`src/rtl/mr1_mem_arbiter.sv`:
```
// mr1_mem_arbiter: 2:1 fetch/data arbiter onto one memory port.
// Optional checks: define MR1_ARB_ASSERT_EN.
module mr1_mem_arbiter #(
  parameter int DEPTH = 4,
  parameter int CNT_W = $clog2(DEPTH) + 1
) (
  input  logic        clk,
  input  logic        reset,
  input  logic        instr_req_valid,
  output logic        instr_req_ready,
  input  logic [31:0] instr_req_addr,
  output logic        instr_rsp_valid,
  output logic [31:0] instr_rsp_data,
  input  logic        data_req_valid,
  output logic        data_req_ready,
  input  logic        data_req_wr,
  input  logic [31:0] data_req_addr,
  input  logic [1:0]  data_req_size,
  input  logic [31:0] data_req_data,
  output logic        data_rsp_valid,
  output logic [31:0] data_rsp_data,
  output logic        mem_req_valid,
  output logic        mem_req_wr,
  input  logic        mem_req_ready,
  output logic [31:0] mem_req_addr,
  output logic [1:0]  mem_req_size,
  output logic [31:0] mem_req_data,
  input  logic        mem_rsp_valid,
  input  logic [31:0] mem_rsp_data,
  output logic        rsp_orphan
);

  localparam int PTR_W = $clog2(DEPTH);
  localparam logic SRC_I = 1'b0;
  localparam logic SRC_D = 1'b1;
  localparam logic [CNT_W-1:0] FULL_CNT = CNT_W'(DEPTH);

  logic [DEPTH-1:0] route_q;
  logic [PTR_W-1:0] wr_ptr;
  logic [PTR_W-1:0] rd_ptr;
  logic [CNT_W-1:0] count;
  logic             lock_vld;
  logic             lock_src;
  logic             rr_last;
  logic             orphan_q;

  logic full;
  logic empty;
  logic i_elig;
  logic d_elig;
  logic grant;
  logic req_any;
  logic accept;
  logic push;
  logic pop;
  logic head;

  assign full   = (count == FULL_CNT);
  assign empty  = (count == '0);
  assign i_elig = instr_req_valid && !full;
  assign d_elig = data_req_valid && (data_req_wr || !full);

  // Source select: a stalled grant is held, else round-robin.
  always_comb begin
    grant   = SRC_I;
    req_any = 1'b0;
    unique case (1'b1)
      lock_vld: begin
        grant   = lock_src;
        req_any = lock_src ? data_req_valid : instr_req_valid;
      end
      (!lock_vld && i_elig && d_elig): begin
        grant   = ~rr_last;
        req_any = 1'b1;
      end
      (!lock_vld && i_elig && !d_elig): begin
        grant   = SRC_I;
        req_any = 1'b1;
      end
      (!lock_vld && !i_elig && d_elig): begin
        grant   = SRC_D;
        req_any = 1'b1;
      end
      default: begin
        grant   = SRC_I;
        req_any = 1'b0;
      end
    endcase
  end

  assign mem_req_valid = req_any && !reset;
  assign mem_req_wr    = (grant == SRC_D) && data_req_wr;
  assign mem_req_addr  = grant ? data_req_addr : instr_req_addr;
  assign mem_req_size  = grant ? data_req_size : 2'd2;
  assign mem_req_data  = grant ? data_req_data : 32'd0;

  assign instr_req_ready =
    mem_req_valid && (grant == SRC_I) && mem_req_ready;
  assign data_req_ready =
    mem_req_valid && (grant == SRC_D) && mem_req_ready;

  assign accept = mem_req_valid && mem_req_ready;
  assign push   = accept && !mem_req_wr;
  assign pop    = mem_rsp_valid && !empty;
  assign head   = route_q[rd_ptr];

  assign instr_rsp_valid = pop && (head == SRC_I) && !reset;
  assign data_rsp_valid  = pop && (head == SRC_D) && !reset;
  assign instr_rsp_data  = mem_rsp_data;
  assign data_rsp_data   = mem_rsp_data;
  assign rsp_orphan      = orphan_q;

  // Route queue storage: remember which port issued each read.
  always_ff @(posedge clk or posedge reset) begin
    if (reset) begin
      route_q <= '0;
    end else if (push) begin
      route_q[wr_ptr] <= grant;
    end
  end

  // Queue pointers and occupancy.
  always_ff @(posedge clk or posedge reset) begin
    if (reset) begin
      wr_ptr <= '0;
      rd_ptr <= '0;
      count  <= '0;
    end else begin
      if (push) wr_ptr <= wr_ptr + PTR_W'(1);
      if (pop)  rd_ptr <= rd_ptr + PTR_W'(1);
      unique case ({push, pop})
        2'b10:   count <= count + CNT_W'(1);
        2'b01:   count <= count - CNT_W'(1);
        default: count <= count;
      endcase
    end
  end

  // Hold the grant across a stalled request.
  always_ff @(posedge clk or posedge reset) begin
    if (reset) begin
      lock_vld <= 1'b0;
      lock_src <= SRC_I;
    end else begin
      lock_vld <= mem_req_valid && !mem_req_ready;
      lock_src <= grant;
    end
  end

  // Round-robin history; starts at data so fetch wins first.
  always_ff @(posedge clk or posedge reset) begin
    if (reset) begin
      rr_last <= SRC_D;
    end else if (accept) begin
      rr_last <= grant;
    end
  end

  // Sticky flag for a response with nothing outstanding.
  always_ff @(posedge clk or posedge reset) begin
    if (reset) begin
      orphan_q <= 1'b0;
    end else if (mem_rsp_valid && empty) begin
      orphan_q <= 1'b1;
    end
  end

`ifdef MR1_ARB_ASSERT_EN
  logic [66:0] req_now;
  logic [66:0] req_prev;

  assign req_now = {mem_req_wr, mem_req_size,
                    mem_req_addr, mem_req_data};

  // Last cycle's request, for the stability check.
  always_ff @(posedge clk or posedge reset) begin
    if (reset) begin
      req_prev <= '0;
    end else begin
      req_prev <= req_now;
    end
  end

  // Protocol and internal consistency checks.
  always_ff @(posedge clk) begin
    if (!reset) begin
      assert (!(mem_rsp_valid && empty));
      assert (!lock_vld || (req_now == req_prev));
      assert (count <= FULL_CNT);
      assert (!(instr_rsp_valid && data_rsp_valid));
    end
  end
`endif

endmodule

```
`config.mk`:
```
export PLATFORM = sky130hd
export DESIGN_NAME = mr1_mem_arbiter
export DESIGN_NICKNAME = d
export VERILOG_FILES = /design/src/rtl/mr1_mem_arbiter.sv
export SDC_FILE = /design/constraint.sdc
export NUM_CORES = 1
export LEC_CHECK = 0
export CAP_MARGIN = 0
export CORE_ASPECT_RATIO = 0.8
export CORE_MARGIN = 10
export CORE_UTILIZATION = 27
export CTS_CLUSTER_SIZE = 8
export DETAILED_ROUTE_END_ITERATION = 12
export GPL_ROUTABILITY_DRIVEN = 0
export PLACE_DENSITY = 0.94
export SKIP_LAST_GASP = 1
export SLEW_MARGIN = 40
export SYNTH_ARGS = -nofsm -noshare
export SYNTH_HDL_FRONTEND = slang
export SYNTH_SLANG_ARGS = --single-unit
```
`constraint.sdc`:
```
create_clock -name clk -period 4.9 [get_ports clk]
set_input_delay 1.225 -clock clk [delete_from_list [all_inputs] [get_ports clk]]
set_output_delay 1.225 -clock clk [all_outputs]
set_load 0.02 [all_outputs]
```
==> metrics.md <==
| Metric | Value |
|---|---|
| Area leader, netlist | `buf_4` |
| Setup total negative slack | `0 ps` |
| Tmin final | `approximately 4800 ps` |
| Clk root buf | `clkbuf_8` |
| Clock Skew | `around 2.0 ps` |
| Mapped Avg Cell Area | `around 9.3 um2` |
| FF-to-FF Start | `count[0]` |
| Pleak | `roughly 0.0013 uW` |
| Min Hold Slack | `about 460 ps` |
| Top layer in use | `met4` |
| F_max | `approximately 0.21 GHz` |
| Worst path most repeated cell | `clkdlybuf4s50_1` |
| #FFs+latches synth | `15` |
| Largest fanout on the critical path | `29` |
| # placed instances | `between 400 and 500` |
| TritonCTS clock tree | `done` |
| Synth top area share | `0.259` |
| Req. time, crit path | `3670 ps` |
| Setup repair bufs after CTS | `0` |
| IO buf count | `between 150 and 200` |
| Cell Area, Synth | `1940 um2` |
| Nets | `roughly 470` |
| Crit path capture | `mem_req_addr[26]` |
| Max VDD drop | `roughly 210 uV` |
| Fin cells | `around 410` |
| DP Worst Slack | `between 100 and 150 ps` |
| Via count | `roughly 1800` |
| Die width | `~110 um` |
| Full die area | `~11000 um2` |
| Initial antenna violation count | `0` |
| Crit-path cells | `clkdlybuf4s50_1 -> or4b_4 -> a32o_2 -> buf_12 -> mux2_2 -> clkdlybuf4s50_1` |
| Max Cap Viol | `0` |
| Critical path startpoint | `data_req_wr` |
| Core ar. | `approximately 6900 um2` |
| Synth Flop Type | `dfrtp_1` |
| Met3 wire len | `~1.2 mm` |
| Net Count, Synth | `353` |
| Slew @ Worst Pin | `between 300 and 400 ps` |
| Max-slew violations | `0` |
| WL met2 | `4.17 mm` |
| Clock tree buffer depth | `2` |
| RSZ-0062 raised after global routing | `false` |
| Gr usage total | `0.134` |
| Routed len/inst | `about 20 um` |
| # hold bufs at CTS | `0` |
| Setup crit end kind | `primary output` |
| Largest net degree at the start of global routing | `40` |
| Finish-stage setup viols | `0` |
| Crit-path slowest cell | `clkdlybuf4s50_1` |
| CTS sink cnt | `15` |
| Synth top area cells | `buf_4 26%, mux2_2 19%, dfrtp_1 18%` |
| Vias per cell | `approximately 4.5` |
| Worst R2R Setup Slack | `just over 2000 ps` |
| Top cells by count, synth | `67 x buf_4, 34 x and2_1, 33 x mux2_2` |
| Slew HR | `0.783` |
| DRT antenna net count | `0` |
| Clk_lat worst skew | `about 250 ps` |
| Netlist cell types | `34` |
| H-Tree Depth | `1` |
| First-pass GRT wire length | `approximately 12 mm` |
| Wl on met1 | `about 3.0 mm` |
| Post-Route WL | `roughly 8.4 mm` |
| R2R depth | `10` |
| Hpwl dp | `~7.4 mm` |
| Drc violations | `0` |
| Max incr delay on CP | `~620 ps` |
| Number of synthesized flops with an enable pin | `0` |
| CP arrival | `roughly 3600 ps` |
| CTS buffer count | `3` |
| Global route overflow | `0` |
| Die Y-Extent | `roughly 96 um` |
| Clock slew at reported path FFs | `~60 ps` |
| Initial Utilization | `0.281` |
| Ys async rst share | `1.00` |
| Rows | `27` |
| Status | `complete, no violations` |
| Post-synthesis sequential area ratio | `0.194` |
| Final antenna diode count | `0` |
| Post-CTS sizing | `0` |
| Most common cell in the netlist | `buf_4` |
| Ports | `approximately 270` |
| DR pass1 iterations | `4` |
| Crit Path Class | `in2out` |
| Reg-to-reg endpoint | `count[2]` |
| Share of post-route cells with drive strength above 1 | `0.158` |
| Period Utilization, post-route | `0.974` |
| Cells after Synth | `210` |
| Warning count from the yosys run | `0` |
| Worst Hold Class | `reg2reg` |
| Number of global-route vias before repair | `1981` |
| Worst setup margin | `128 ps` |
| Tot Pwr | `~1200 uW` |
| CP Launch Type | `primary input` |
| Area grow syn2layout | `73.9%` |
| Drt initial violations | `82` |
| Endpoints failing hold | `0` |
| Pwr per Cell Area | `approximately 340 nW/um2` |
## worst min path at each step
stage / end / cells after the start / start / slack (ps)
floorplan: rd_ptr[1] / 1 / rd_ptr[1] / 450
global placement: rsp_orphan / 1 / rsp_orphan / 440
detailed placement: rsp_orphan / 1 / rsp_orphan / 440
CTS: rsp_orphan / 1 / rsp_orphan / 460
global route: rsp_orphan / 1 / rsp_orphan / 470
finish: rsp_orphan / 1 / rsp_orphan / 460
## logic make-up (layout without fill, tap and decap cells)
group,after synthesis,in the layout,share of synthesized area
muxes,36,36,0.213
AOI/OAI and AO/OA,13,13,0.0540
buffers and inverters,81,193,0.295
DFF,15,15,0.194
xor gates and xnor gates,6,6,0.0270
and+or+nand+nor,53,53,0.174
adders and majority gates,6,6,0.0425
## layout by cell type, fill, tap and decap left out
master / synthesis / layout
mux2_2: 33 / 33
and3_1: 1 / 1
and3b_1: 1 / 1
mux2i_1: 2 / 2
and2_1: 34 / 34
nor3_1: 2 / 2
fa_1: 1 / 1
a221oi_2: 1 / 1
nor2b_4: 1 / 1
nor2b_1: 1 / 1
nand3_2: 1 / 1
a21oi_2: 4 / 4
nand2_1: 2 / 2
a31oi_1: 5 / 5
clkdlybuf4s50_1: 0 / 177
or3b_1: 1 / 1
nand2b_1: 2 / 2
a21o_1: 1 / 1
nor2_1: 3 / 3
inv_1: 8 / 8
buf_12: 0 / 2
or4b_4: 1 / 1
ha_1: 5 / 5
xnor2_1: 4 / 4
clkbuf_8: 0 / 3
dfrtp_1: 14 / 14
mux4_2: 1 / 1
dfstp_2: 1 / 1
a21oi_1: 1 / 1
nand3_1: 2 / 2
clkbuf_1: 1 / 1
a32o_2: 1 / 1
and2b_1: 1 / 1
xor2_1: 2 / 2
buf_4: 67 / 2
## state kept, by name, summed over array words and instances (netlist names)
signal / count
rd_ptr: 2
lock_vld: 1
route_q: 4
lock_src: 1
count: 3
rr_last: 1
wr_ptr: 2
rsp_orphan: 1
## layer usage
layer | track usage | vias to the layer above
met3 | 0.0802 | 17
li1 | - | 848
met5 | 0 | -
met1 | 0.149 | 843
met2 | 0.219 | 139
met4 | 0.0298 | 0
## final cells by class
class | count | area, um2
clock buffers | 4 | 45.0
fillers | 622 | 3540
inverters | 8 | 30.0
multi-input cells | 114 | 993
flip-flops and latches | 15 | 377
well taps | 87 | 109
repair buffers | 181 | 1830
## metrics by stage
| stage | util | instance area [um2] |
|---|---|---|
| global placement | 0.482 | 3340 |
| floorplan | - | 1940 |
| global route | 0.488 | 3380 |
| detailed placement | 0.482 | 3340 |
| CTS | 0.488 | 3380 |
| finish | 0.488 | 3380 |
## worst max-delay path: cells and delay by family
family / cells / cell delay, ps
buf+inv: 3 / 1230
simple gates: 1 / 500
compound gates: 1 / 350
mux: 1 / 230
## power by group
group / switching (uW) / internal, uW
logic: 373 / 448
registers: 56.0 / 184
clock network: 42.1 / 57.6
total: 471 / 689
(Power assumes the default switching activity.)
